$ cat config.mk
export PLATFORM = sky130hd
export DESIGN_NAME = bus_slave_responder
export DESIGN_NICKNAME = d
export VERILOG_FILES = /design/src/rtl/bus_slave_responder_pkg.sv /design/src/rtl/bus_slave_responder_regfile.sv /design/src/rtl/bus_slave_responder.sv
export SDC_FILE = /design/constraint.sdc
export NUM_CORES = 1
export LEC_CHECK = 0
export ABC_AREA = 1
export ABC_CLOCK_PERIOD_IN_PS = 4000
export BUFFER_PORTS_ARGS = -buffer_cell sky130_fd_sc_hd__buf_2
export CORE_MARGIN = 2
export CORE_UTILIZATION = 40
export DETAILED_ROUTE_END_ITERATION = 8
export PLACE_DENSITY_LB_ADDON = 0.2
export RECOVER_POWER = 100
export SETUP_SLACK_MARGIN = 0.5
export SYNTH_ARGS = -nofsm -noshare
export SYNTH_HDL_FRONTEND = slang
export SYNTH_SLANG_ARGS = --single-unit
export TNS_END_PERCENT = 1
$ cat constraint.sdc
create_clock -name clk_i -period 4 [get_ports clk_i]
set_input_delay 0.4 -clock clk_i [delete_from_list [all_inputs] [get_ports clk_i]]
set_output_delay 0.4 -clock clk_i [all_outputs]
set_load 0.1 [all_outputs]
$ cat src/rtl/bus_slave_responder_pkg.sv
// Shared types and constants for the on-chip bus slave endpoint.
// Also carries the slave window start addresses used when instantiating slots.
package bus_slave_responder_pkg;

  localparam int unsigned BusDataWidth = 32;
  localparam int unsigned BusStrbWidth = BusDataWidth / 8;

  typedef enum logic [1:0] {
    IDLE = 2'd0,
    WAIT = 2'd1,
    RESP = 2'd2
  } bus_state_e;

  localparam logic [31:0] Slave0Start = 32'h0000_0000;
  localparam logic [31:0] Slave1Start = 32'h0000_1000;

  function automatic logic word_aligned(input logic [1:0] lsb);
    return lsb == 2'b00;
  endfunction

endpackage

$ cat src/rtl/bus_slave_responder_regfile.sv
// Word-addressed register file behind one bus slave slot.
// Byte-enable synchronous write, combinational read, synchronous clear on reset.
module bus_slave_responder_regfile
  import bus_slave_responder_pkg::*;
#(
  parameter int unsigned DWidth   = BusDataWidth,
  parameter int unsigned NumWords = 16,
  localparam int unsigned IdxW    = $clog2(NumWords)
) (
  input  logic                clk_i,
  input  logic                rst_ni,
  input  logic                we_i,
  input  logic [IdxW-1:0]     idx_i,
  input  logic [DWidth-1:0]   wdata_i,
  input  logic [DWidth/8-1:0] be_i,
  output logic [DWidth-1:0]   rdata_o
);

  logic [DWidth-1:0] mem_q [NumWords];

  always_ff @(posedge clk_i) begin
    if (!rst_ni) begin
      for (int w = 0; w < NumWords; w++) mem_q[w] <= '0;
    end else if (we_i) begin
      for (int b = 0; b < DWidth / 8; b++) begin
        if (be_i[b]) mem_q[idx_i][b*8 +: 8] <= wdata_i[b*8 +: 8];
      end
    end
  end

  assign rdata_o = mem_q[idx_i];

endmodule

$ cat src/rtl/bus_slave_responder.sv
// Bus slave endpoint: accepts one selected request, waits a fixed number of
// cycles, then returns a single response beat backed by a local register file.
module bus_slave_responder
  import bus_slave_responder_pkg::*;
#(
  parameter int unsigned       DWidth     = BusDataWidth,
  parameter int unsigned       NumWords   = 16,
  parameter logic [DWidth-1:0] BaseAddr   = '0,
  parameter int unsigned       WaitCycles = 2
) (
  input  logic                clk_i,
  input  logic                rst_ni,
  input  logic                req_i,
  input  logic                sel_i,
  input  logic                we_i,
  input  logic [DWidth-1:0]   addr_i,
  input  logic [DWidth-1:0]   wdata_i,
  input  logic [DWidth/8-1:0] be_i,
  output logic                gnt_o,
  output logic                rvalid_o,
  output logic [DWidth-1:0]   rdata_o,
  output logic                err_o
);

  localparam int unsigned       IdxW     = $clog2(NumWords);
  localparam logic [DWidth-1:0] WinBytes = DWidth'(NumWords * 4);
  localparam logic [3:0]        WaitLoad = 4'(WaitCycles);

  bus_state_e          state_q, state_d;
  logic [3:0]          cnt_q;
  logic [DWidth-1:0]   addr_q, wdata_q;
  logic [DWidth/8-1:0] be_q;
  logic                we_q;
  logic [DWidth-1:0]   off;
  logic                addr_err;
  logic [IdxW-1:0]     idx;
  logic [DWidth-1:0]   rd_word;
  logic                accept, commit;

  assign accept = (state_q == IDLE) && req_i && sel_i && rst_ni;

  always_ff @(posedge clk_i) begin
    if (!rst_ni) state_q <= IDLE;
    else         state_q <= state_d;
  end

  always_comb begin
    state_d = state_q;
    unique case (state_q)
      IDLE:    if (accept) state_d = (WaitCycles == 0) ? RESP : WAIT;
      WAIT:    if (cnt_q == 4'd1) state_d = RESP;
      RESP:    state_d = IDLE;
      default: state_d = IDLE;
    endcase
  end

  always_ff @(posedge clk_i) begin
    if (!rst_ni) begin
      cnt_q   <= '0;
      addr_q  <= '0;
      wdata_q <= '0;
      be_q    <= '0;
      we_q    <= 1'b0;
    end else if (accept) begin
      cnt_q   <= WaitLoad;
      addr_q  <= addr_i;
      wdata_q <= wdata_i;
      be_q    <= be_i;
      we_q    <= we_i;
    end else if (state_q == WAIT) begin
      cnt_q <= cnt_q - 4'd1;
    end
  end

  // Unsigned offset: addresses below the window wrap to huge values and fail the range check.
  assign off      = addr_q - BaseAddr;
  assign addr_err = (off >= WinBytes) || !word_aligned(off[1:0]);
  assign idx      = off[IdxW+1:2];
  assign commit   = (state_q == RESP) && we_q && !addr_err && rst_ni;

  bus_slave_responder_regfile #(
    .DWidth  (DWidth),
    .NumWords(NumWords)
  ) u_regfile (
    .clk_i  (clk_i),
    .rst_ni (rst_ni),
    .we_i   (commit),
    .idx_i  (idx),
    .wdata_i(wdata_q),
    .be_i   (be_q),
    .rdata_o(rd_word)
  );

  always_comb begin
    gnt_o    = accept;
    rvalid_o = (state_q == RESP) && rst_ni;
    err_o    = rvalid_o && addr_err;
    rdata_o  = (rvalid_o && !we_q && !addr_err) ? rd_word : '0;
  end

endmodule

# Yosys cells after proc, flatten, opt, wreduce, memory -nomap -nowiden
# Memories as Yosys holds them, arrays and structs flattened. A register that Yosys moved wholly into a read port is not among the register bits.
# Index checks and enable logic that the tools add are counted.
# Widths: inputs -> output; s select.
[word_totals] reg_bits=75 out_inout_bits=35 ramBits=512 input_bits=73 mem_count=1
[classes] n_reduce_logical=20 muxes=28 eq_ne=5 bitwise_logic=1 magnitude_cmp=1 add_sub_neg=1
[mem_list] name="u_regfile.mem_q" words=16 word_bits=32 rd=1 rd_ports_with_merged_regs=1 wr=16 line_no="bus_slave_responder_regfile.sv:19" text="logic [DWidth-1:0] mem_q [NumWords];"
[op_table] operator="$mux 32" n=2
[op_table] operator="$ge 32x7->1 const B" n=1
[op_table] operator="$reduce_or 32->1" n=1
[op_table] operator="$mux 1" n=17
[op_table] operator="$mux 4" n=4
[op_table] operator="$logic_and 1x1->1" n=10
[op_table] operator="$mux 2" n=4
[op_table] operator="$eq 4x1->1 const B" n=1
[op_table] operator="$logic_not 2->1" n=2
[op_table] operator="$ne 2x2->1 const B" n=2
[op_table] operator="$pmux 2 s2" n=1
[op_table] operator="$sub 4x1->4 const B" n=1
[op_table] operator="$logic_not 1->1" n=3
[op_table] operator="$eq 2x1->1 const B" n=1
[op_table] operator="$eq 2x2->1 const B" n=1
[op_table] operator="$reduce_and 2->1" n=1
[op_table] operator="$reduce_bool 2->1" n=1
[op_table] operator="$reduce_or 2->1" n=1
[op_table] operator="$logic_or 1x1->1" n=1
[op_table] operator="$not 1->1" n=1

# Longest topological paths before layout
# Gate-level depths: netlist of the first run.
[depth] ltp_word=11 ltp_mapped=12 mapped_depth_nobuf=9

# Cells and area by module
# Synthesis of the first run repeated with hierarchy kept, for this count alone.
[hier_totals] cells_unflattened=3103 area_unflattened_um2=26972.1
[by_module_without_submodules] mod="bus_slave_responder_regfile" cells_each=2804 area_each_um2=24043.1 instances=1
[by_module_without_submodules] mod="bus_slave_responder" cells_each=299 area_each_um2=2929.1 instances=1

# Least setup slack after synthesis of the first run
# No wires, ideal clock.
[synth_path] path_kind="in2out" startpoint="in rst_ni" endpoint="out rdata_o[21]" cell_stages=7 arrival_time_ps=3288 path_slack_ps=312 path_buffers=1 required_ps=3600 path_cell_list="inv_2 nor3_4 nand2_1 nor3_2 clkbuf_1 nand2_1 nor2_1"
[synth_between] elab_chain_cells=4
[synth_rtl] item="from (decl)" line_no="bus_slave_responder.sv:12" text="input logic rst_ni,"
[synth_rtl] item="$logic_and 1x1->1" line_no="bus_slave_responder.sv:96" text="rvalid_o = (state_q == RESP) && rst_ni;"
[synth_rtl] item="net rvalid_o" line_no="bus_slave_responder.sv:20" text="output logic rvalid_o,"
[synth_rtl] item="$logic_and 1x1->1 (2 in a row)" line_no="bus_slave_responder.sv:98" text="rdata_o = (rvalid_o && !we_q && !addr_err) ? rd_word : '0;"
[synth_rtl] item="$mux 32" line_no="bus_slave_responder.sv:98"
[synth_rtl] item="to (decl)" line_no="bus_slave_responder.sv:21" text="output logic [DWidth-1:0] rdata_o,"
# The timed path passes the listed nets, and every way through them passes these cells.

==> results.txt, run 1 <==
Rel. slew slack -> -7.644%
Register bit count reported by yosys -> 591
Horizontal die dimension -> 264.2 um
Overflow left after global routing -> 0
Reg-to-Reg Start -> state_q[0]$_SDFFE_PN0P_
Clock insertion delay at the later pin of the skew report -> 0.59 ns
Clock slew at the register clock pins of the worst setup and hold paths -> 0.06 ns
DRT Wirelength -> 79,970 um
Core Box Area -> 67,160 um^2
Final cell utilization of the core -> 44.80%
Clock sink total -> 591
Register-to-register setup slack -> 0.72 ns
Count of distinct cell types in the synthesized netlist -> 30
Row cnt -> 95
Final Total Pwr -> 14.12 mW
Mapped Area -> 27,090 um^2
Initial antenna violation count -> 2
Gp weighted congestion -> 0.8422
Min-Delay Path Class -> in2reg
Routed wirelength normalized by instance count -> 21.34 um
End point of the most critical hold path -> wdata_q[31]$_SDFFE_PN0P_
Most frequent cells in the layout -> 738 x nand2_1, 574 x nor2_1, 512 x edfxtp_1
Count of endpoints failing hold in the final timing report -> 0
Starting density of the core -> 40.34%
Floorplan die height -> 264.2 um
Total non-filler cell area in the finished layout -> 30,090 um^2
Crit. End Element -> primary output
Number of global-route vias before repair -> 20,310
Post-placement cell area -> 28,480 um^2
Setup clock skew after layout -> 0.01365 ns
Classification of the worst setup path -> reg2out
Total number of vias -> 20,250
Mean number of vias per cell -> 5.405
Commonest non-fill, non-tap cell in the layout -> nand2_1
Setup crit start kind -> flop
Final setup viols -> 0
Net Sw Power -> 3.301 mW
Result of the run -> finished with violations
FMAX -> 282.0 MHz
Final clock period utilization by the worst path -> 88.65%
Initial drt markers -> 2,028
Worst hold start -> wdata_i[31]
CTS Root Cell -> clkbuf_16
Detail Route Antenna Nets -> 0
Violated checks -> capacitance limit, slew limit
First-pass detailed-route iteration total -> 5
Post-synthesis sequential area ratio -> 62.60%
Max Cap Viol -> 1
Total GRT Usage -> 22.94%
Syn_nets -> 2,826
TritonCTS clock tree -> done
Global-route wire length before repair -> 121,900 um
Worst-case clock buffer depth -> 3
Part of the power in registers -> 49.4%
Die Outline Area -> 69,820 um^2
Filler cell count -> 6,433
Number of cell instances on the worst register-to-register path -> 7
Remaining routing DRC violations -> 0
Final count of pins violating max slew -> 37
Actual transition at the worst max-transition pin -> 1.615 ns
Final HPWL DP -> 50,160 um
Layout Area Growth over Synthesis -> 11.07%
H-tree depth -> 3
Power Density -> 469.3 nW/um^2
Data arrival, critical path -> 3.15 ns
Required time reported for the critical path endpoint -> 3.60 ns
Peak ir drop on the vdd network -> 0.0003865 V
Leakage power figure -> 11.03 nW
PortBufs -> 107
Number of instances on the worst hold path -> 3
Min cycle time layout -> 3.546 ns
Largest driver fanout on the critical path -> 93
Synthesized netlist cell count -> 2,751
Number of top-level pins -> 108
Cells traversed along the worst timing path -> inv_6, buf_4, nand2_1, nand3_1, nand3_1, nand3_1, nand2_1, nor2_1, buf_12
Summed negative setup slack over all endpoints -> 0 ns
Largest net degree at the start of global routing -> 161
Unrepaired setup endpoints after global routing -> yes
Highest cell delay on the worst timing path -> 0.54 ns
CTS buffer count -> 66
Share of power burned in the clock network -> 43.5%
CP top delay family -> buffers and inverters
Most numerous cell on the critical path -> nand3_1
Endpoint of the most critical register-to-register path -> wdata_q[8]$_SDFFE_PN0P_
Switch share -> 23.38%
Number of buffers and inverters on the critical path -> 3
Warning count from the yosys run -> 0
Fraction of final layout cells sized beyond drive strength 1 -> 9.154%
Average size of a mapped cell -> 9.847 um^2
Combinational share of power -> 7.1%
Number of nets in the final layout -> 2,897
Critical-path cell with the highest stage delay -> inv_6
Internal power of the cells -> 10.82 mW
[worst reg2reg max path, cell delays in order, from the launching register on]
cell      delay, ns
dfxtp_1        0.42
inv_1          0.08
nand4_1        0.09
clkbuf_1       1.17
nor2_4         0.03
clkbuf_2       0.73
nand2_1        0.48
o21ai_0        0.14
[power by group through the flow]
stage / logic, mW / registers, mW / clock network (mW)
after floorplan: 0.694 / 7.07 / 0
after global placement: 1.02 / 7.11 / 0
after detailed placement: 1.03 / 7.11 / 0
after CTS: 1.07 / 6.98 / 6.20
after global routing: 1.09 / 7.00 / 6.44
final: 1.00 / 6.98 / 6.14
[logic make-up after synthesis]
family                     after synthesis  share of synthesized area, %
adders and majority gates                2                       0.09236
xor gates and xnor gates                 1                       0.03234
DFF                                    591                         62.60
and+or+nand+nor                       1775                         30.60
AOI/OAI and AO/OA                      141                         2.633
buffers and inverters                  241                         4.051
[layer usage]
layer | vias up | track usage (%) | share of wire, %
met3 | 176 | 4.334 | 6.8
met5 | - | 0 | 0.016
met1 | 9843 | 29.10 | 40
li1 | 9445 | - | -
met4 | 2 | 8.845 | 4.2
met2 | 787 | 38.86 | 49
[synthesized netlist by cell type]
cell type	n	area share, %
o211ai_1	2	0.055
buf_4	4	0.11
clkbuf_1	118	1.6
clkinv_1	32	0.44
ha_1	2	0.092
buf_1	22	0.30
nor3_1	1	0.018
nor3_4	1	0.060
a21oi_1	98	1.8
nand4_4	62	4.9
nor2_2	1	0.023
nor3_2	1	0.037
o21a_1	1	0.028
buf_6	3	0.12
inv_2	7	0.097
buf_2	25	0.46
o21ai_0	40	0.74
nand4_1	2	0.046
nor2_8	1	0.074
nand3_1	378	7.0
inv_1	19	0.26
nor2_1	586	8.1
dfxtp_1	79	5.8
edfxtp_1	512	57
nand4_2	2	0.092
nand2_1	738	10
and2_1	1	0.023
xor2_1	1	0.032
or2_2	1	0.023
buf_8	11	0.61
[sequential cells by signal, summed over array words and instances, names as in the netlist, named ones only]
register / cells
state_q: 2
we_q: 1
u_regfile.mem_q: 512
cnt_q: 4
addr_q: 32
wdata_q: 32
be_q: 4
[through the flow]
step / std cells / hold slack (ns) / setup WS (ns)
CTS: 3746 / 0.003933 / 0.4195
global route: 3746 / 0.01386 / 0.2288
finish: 3747 / 0.02429 / 0.4541
floorplan: 2751 / 0.4501 / 0.3119
global placement: 3589 / 0.4619 / 0.9276
detailed placement: 3589 / 0.4612 / 1.018
[worst max-delay path by stage]
| stage | from | to | slack, ns | depth (start not counted) |
|---|---|---|---|---|
| 2_1_floorplan | rst_ni | rdata_o[22] | 0.31 | 7 |
| 6_report | flop | rdata_o[7] | 0.45 | 9 |
| 5_1_grt | flop | rdata_o[14] | 0.23 | 9 |
| 3_3_place_gp | flop | rdata_o[30] | 0.93 | 8 |
| 4_1_cts | flop | rdata_o[27] | 0.42 | 8 |
| 3_5_place_dp | flop | rdata_o[3] | 1.02 | 8 |
[area by class of cell]
class	instances	area, um^2	share of cell area, %
clock buffer	91	1914	6.363
timing repair buffer	186	1501	4.990
tap	873	1092	3.630
clock inverter	28	260.3	0.8650
antenna	1	2.502	0.008317
sequential	591	16970	56.39
inverter	58	225.2	0.7485
multi-input combinational	1919	8124	27.00
[what timing repair did]
item | CTS | global route
setup buffers | 1 | 0
hold buffers | 37 | 0
endpoints found under the hold margin | 37 | 0
gates cloned | 0 | 0
setup endpoints to repair | 29 | 32
resized for setup | 1 | 2
Power figures use the tool's default switching activity.
==> run 2, diff against run 1 <==
--- a/config.mk
+++ b/config.mk
@@ -8,8 +8,11 @@
 export ABC_AREA = 1
 export ABC_CLOCK_PERIOD_IN_PS = 4000
 export BUFFER_PORTS_ARGS = -buffer_cell sky130_fd_sc_hd__buf_2
+export CELL_PAD_IN_SITES_DETAIL_PLACEMENT = 1
+export CELL_PAD_IN_SITES_GLOBAL_PLACEMENT = 1
+export CORE_ASPECT_RATIO = 1.5
 export CORE_MARGIN = 2
-export CORE_UTILIZATION = 40
+export CORE_UTILIZATION = 30
 export DETAILED_ROUTE_END_ITERATION = 8
 export PLACE_DENSITY_LB_ADDON = 0.2
 export RECOVER_POWER = 100
==> results.txt, run 2 (same netlist as run 1, synthesis figures left out) <==
Cell total after placement -> 3,878 (+8.1%)
Leading registers by flop count -> u_regfile.mem_q (512), addr_q (32), wdata_q (32)
CTS Root Cell -> clkbuf_16
Final non-filler cell total -> 4,058 (+8.3%)
Violated checks -> capacitance limit, slew limit
Count of antenna diodes in the layout -> 0 (-1)
Largest register FFs -> 512 (unchanged)
Clock slew at the register clock pins of the worst setup and hold paths -> 0.06 ns (about the same)
Final HPWL DP -> 58,840 um (+17%)
Global-route wire length before repair -> 134,000 um (+9.9%)
Starting density of the core -> 30.14% (-10 points)
Routed wirelength normalized by instance count -> 22.21 um (+4.1%)
Final setup viols -> 0 (unchanged)
Met2 track demand over resource in global routing -> 35.74% (-3.1 points)
Post-route worst setup slack -> 0.3217 ns (-0.1324 ns)
Worst-case clock buffer depth -> 3 (unchanged)
Overflow left after global routing -> 0 (unchanged)
Number of top-level pins -> 108 (unchanged)
First-pass detailed-route iteration total -> 5 (unchanged)
Clock sink total -> 591 (unchanged)
Row cnt -> 135 (+42%)
Largest net degree at the start of global routing -> 136 (-16%)
Count of endpoints failing hold in the final timing report -> 0 (unchanged)
Leakage power figure -> 11.14 nW (+0.93%)
Register-to-register setup slack -> 0.93 ns (+0.21 ns)
Most frequent cells in the layout -> 738 x nand2_1, 577 x nor2_1, 512 x edfxtp_1
Mean number of vias per cell -> 4.937 (-8.7%)
Fraction of final layout cells sized beyond drive strength 1 -> 9.537% (+0.38 points)
FMAX -> 271.9 MHz (-3.6%)
Setup clock skew after layout -> 0.01592 ns (+0.002267 ns)
Number of global-route vias before repair -> 21,180 (+4.3%)
Initial antenna violation count -> 2 (unchanged)
Clock insertion delay at the later pin of the skew report -> 0.66 ns (+0.07 ns)
Peak-usage layer in the global routing report -> met2
Total GRT Usage -> 19.22% (-3.7 points)
Required time reported for the critical path endpoint -> 3.60 ns (about the same)
Commonest non-fill, non-tap cell in the layout -> nand2_1
Register bank with the most flops -> u_regfile.mem_q
PortBufs -> 107 (unchanged)
Setup crit start kind -> flop
Initial drt markers -> 1,359 (-33%)
Final clock period utilization by the worst path -> 91.96% (+3.3 points)
Unrepaired setup endpoints after global routing -> yes
Classification of the worst setup path -> reg2out
DRT Wirelength -> 90,120 um (+13%)
Summed negative setup slack over all endpoints -> 0 ns (unchanged)
Data arrival, critical path -> 3.28 ns (+0.13 ns)
Power Density -> 459.0 nW/um^2 (-2.2%)
Met3 usage in global routing -> 2.214% (-2.1 points)
Detail Route Antenna Nets -> 0 (unchanged)
Crit. End Element -> primary output
CTS buffer count -> 59 (-11%)
Met1 capacity usage during global routing -> 22.93% (-6.2 points)
Layout Area Growth over Synthesis -> 13.04%
Gp weighted congestion -> 0.7678 (-8.8%)
Horizontal die dimension -> 249.4 um (-5.6%)
Final count of pins violating max slew -> 111 (+200%)
Min cycle time layout -> 3.678 ns (+0.1324 ns)
Actual transition at the worst max-transition pin -> 1.638 ns (+0.02302 ns)
Rel. slew slack -> -9.443% (-1.8 points)
Floorplan die height -> 372.0 um (+41%)
Remaining routing DRC violations -> 0 (unchanged)
H-tree depth -> 2 (-1)
Result of the run -> finished with violations
Number of nets in the final layout -> 2,918 (+0.72%)
TritonCTS clock tree -> done
Max Cap Viol -> 2 (+1)
Die Outline Area -> 92,760 um^2 (+33%)
Peak ir drop on the vdd network -> 0.0003186 V (-18%)
Min-Delay Path Class -> in2reg
Worst slack at placement -> 0.7041 ns (-0.3138 ns)
Largest driver fanout on the critical path -> 22 (-76%)
Core Box Area -> 89,860 um^2 (+34%)
Total number of vias -> 20,040 (-1.1%)
run 2: changes by cell type in the layout (fill, tap and decap cells not counted), moves of 4 or more:
cell and delta:
dlygate4sd3_1 +23, clkbuf_1 -15, clkbuf_16 -14, buf_4 +10, bufinv_16 +5, clkinv_2 +5
buf_2 -4, clkbuf_2 +4, clkinv_4 +4, clkinv_8 +4
run 2: worst paths after layout:
path                                              start                  endpoint  cells past startpoint
worst max-delay path                               flop               rdata_o[29]                      7
worst min-delay path                          addr_i[3]    addr_q[3]$_SDFFE_PN0P_                      3
worst max register to register  state_q[1]$_SDFFE_PN0P_  wdata_q[17]$_SDFFE_PN0P_                      7
worst min register to register  addr_q[28]$_SDFFE_PN0P_   addr_q[28]$_SDFFE_PN0P_                      2
run 2: repair_timing:
item                                    CTS  global route
gates resized for setup                   2             4
pin swaps                                 1             0
endpoints found under the setup margin   31            24
endpoints found under the hold margin    62             0
setup buffers                             4             4
hold buffers                             60             0
run 2: final cells by class:
cell class                 instances  area, um^2
clock inverter                    46       536.8
sequential                       591       16970
tap                             1164        1456
inverter                          58       242.7
fill                           10270       59240
timing repair buffer             214        1764
multi-input combinational       1919        8120
clock buffer                      66        1533
run 2: metal layers:
| layer | wire (um) | part of all wire, % |
|---|---|---|
| met5 | 0 | 0 |
| met4 | 2925 | 3.2 |
| met3 | 2964 | 3.3 |
| met2 | 46840 | 52 |
| met1 | 37390 | 41 |
run 2: worst max-delay path, stage by stage (launching register included):
cell	delay, ns
dfxtp_4	0.48
inv_1	0.55
clkbuf_2	0.51
nand3_1	0.20
nand3_1	0.21
nand2_1	0.09
nor2_1	0.10
clkbuf_2	0.47
run 2: through the flow:
| step | instance area, um^2 | util, % | power [mW] | hold slack, ns |
|---|---|---|---|---|
| 3_3_place_gp | 29140 | 32.42 | 8.205 | 0.4609 |
| 5_1_grt | 30620 | 34.08 | 14.49 | 0.04638 |
| 4_1_cts | 31860 | 35.45 | 14.24 | 0.002410 |
| 2_1_floorplan | 27090 | - | 7.759 | 0.4501 |
| 3_5_place_dp | 29140 | 32.42 | 8.225 | 0.4645 |
| 6_report | 30620 | 34.08 | 14.05 | 0.02097 |
run 2: where the power goes:
part	total (mW)	switching, mW	internal (mW)
Combinational	1.09	0.812	0.274
Clock	6.00	2.57	3.42
Sequential	6.97	0.0801	6.89
Total	14.1	3.47	10.6
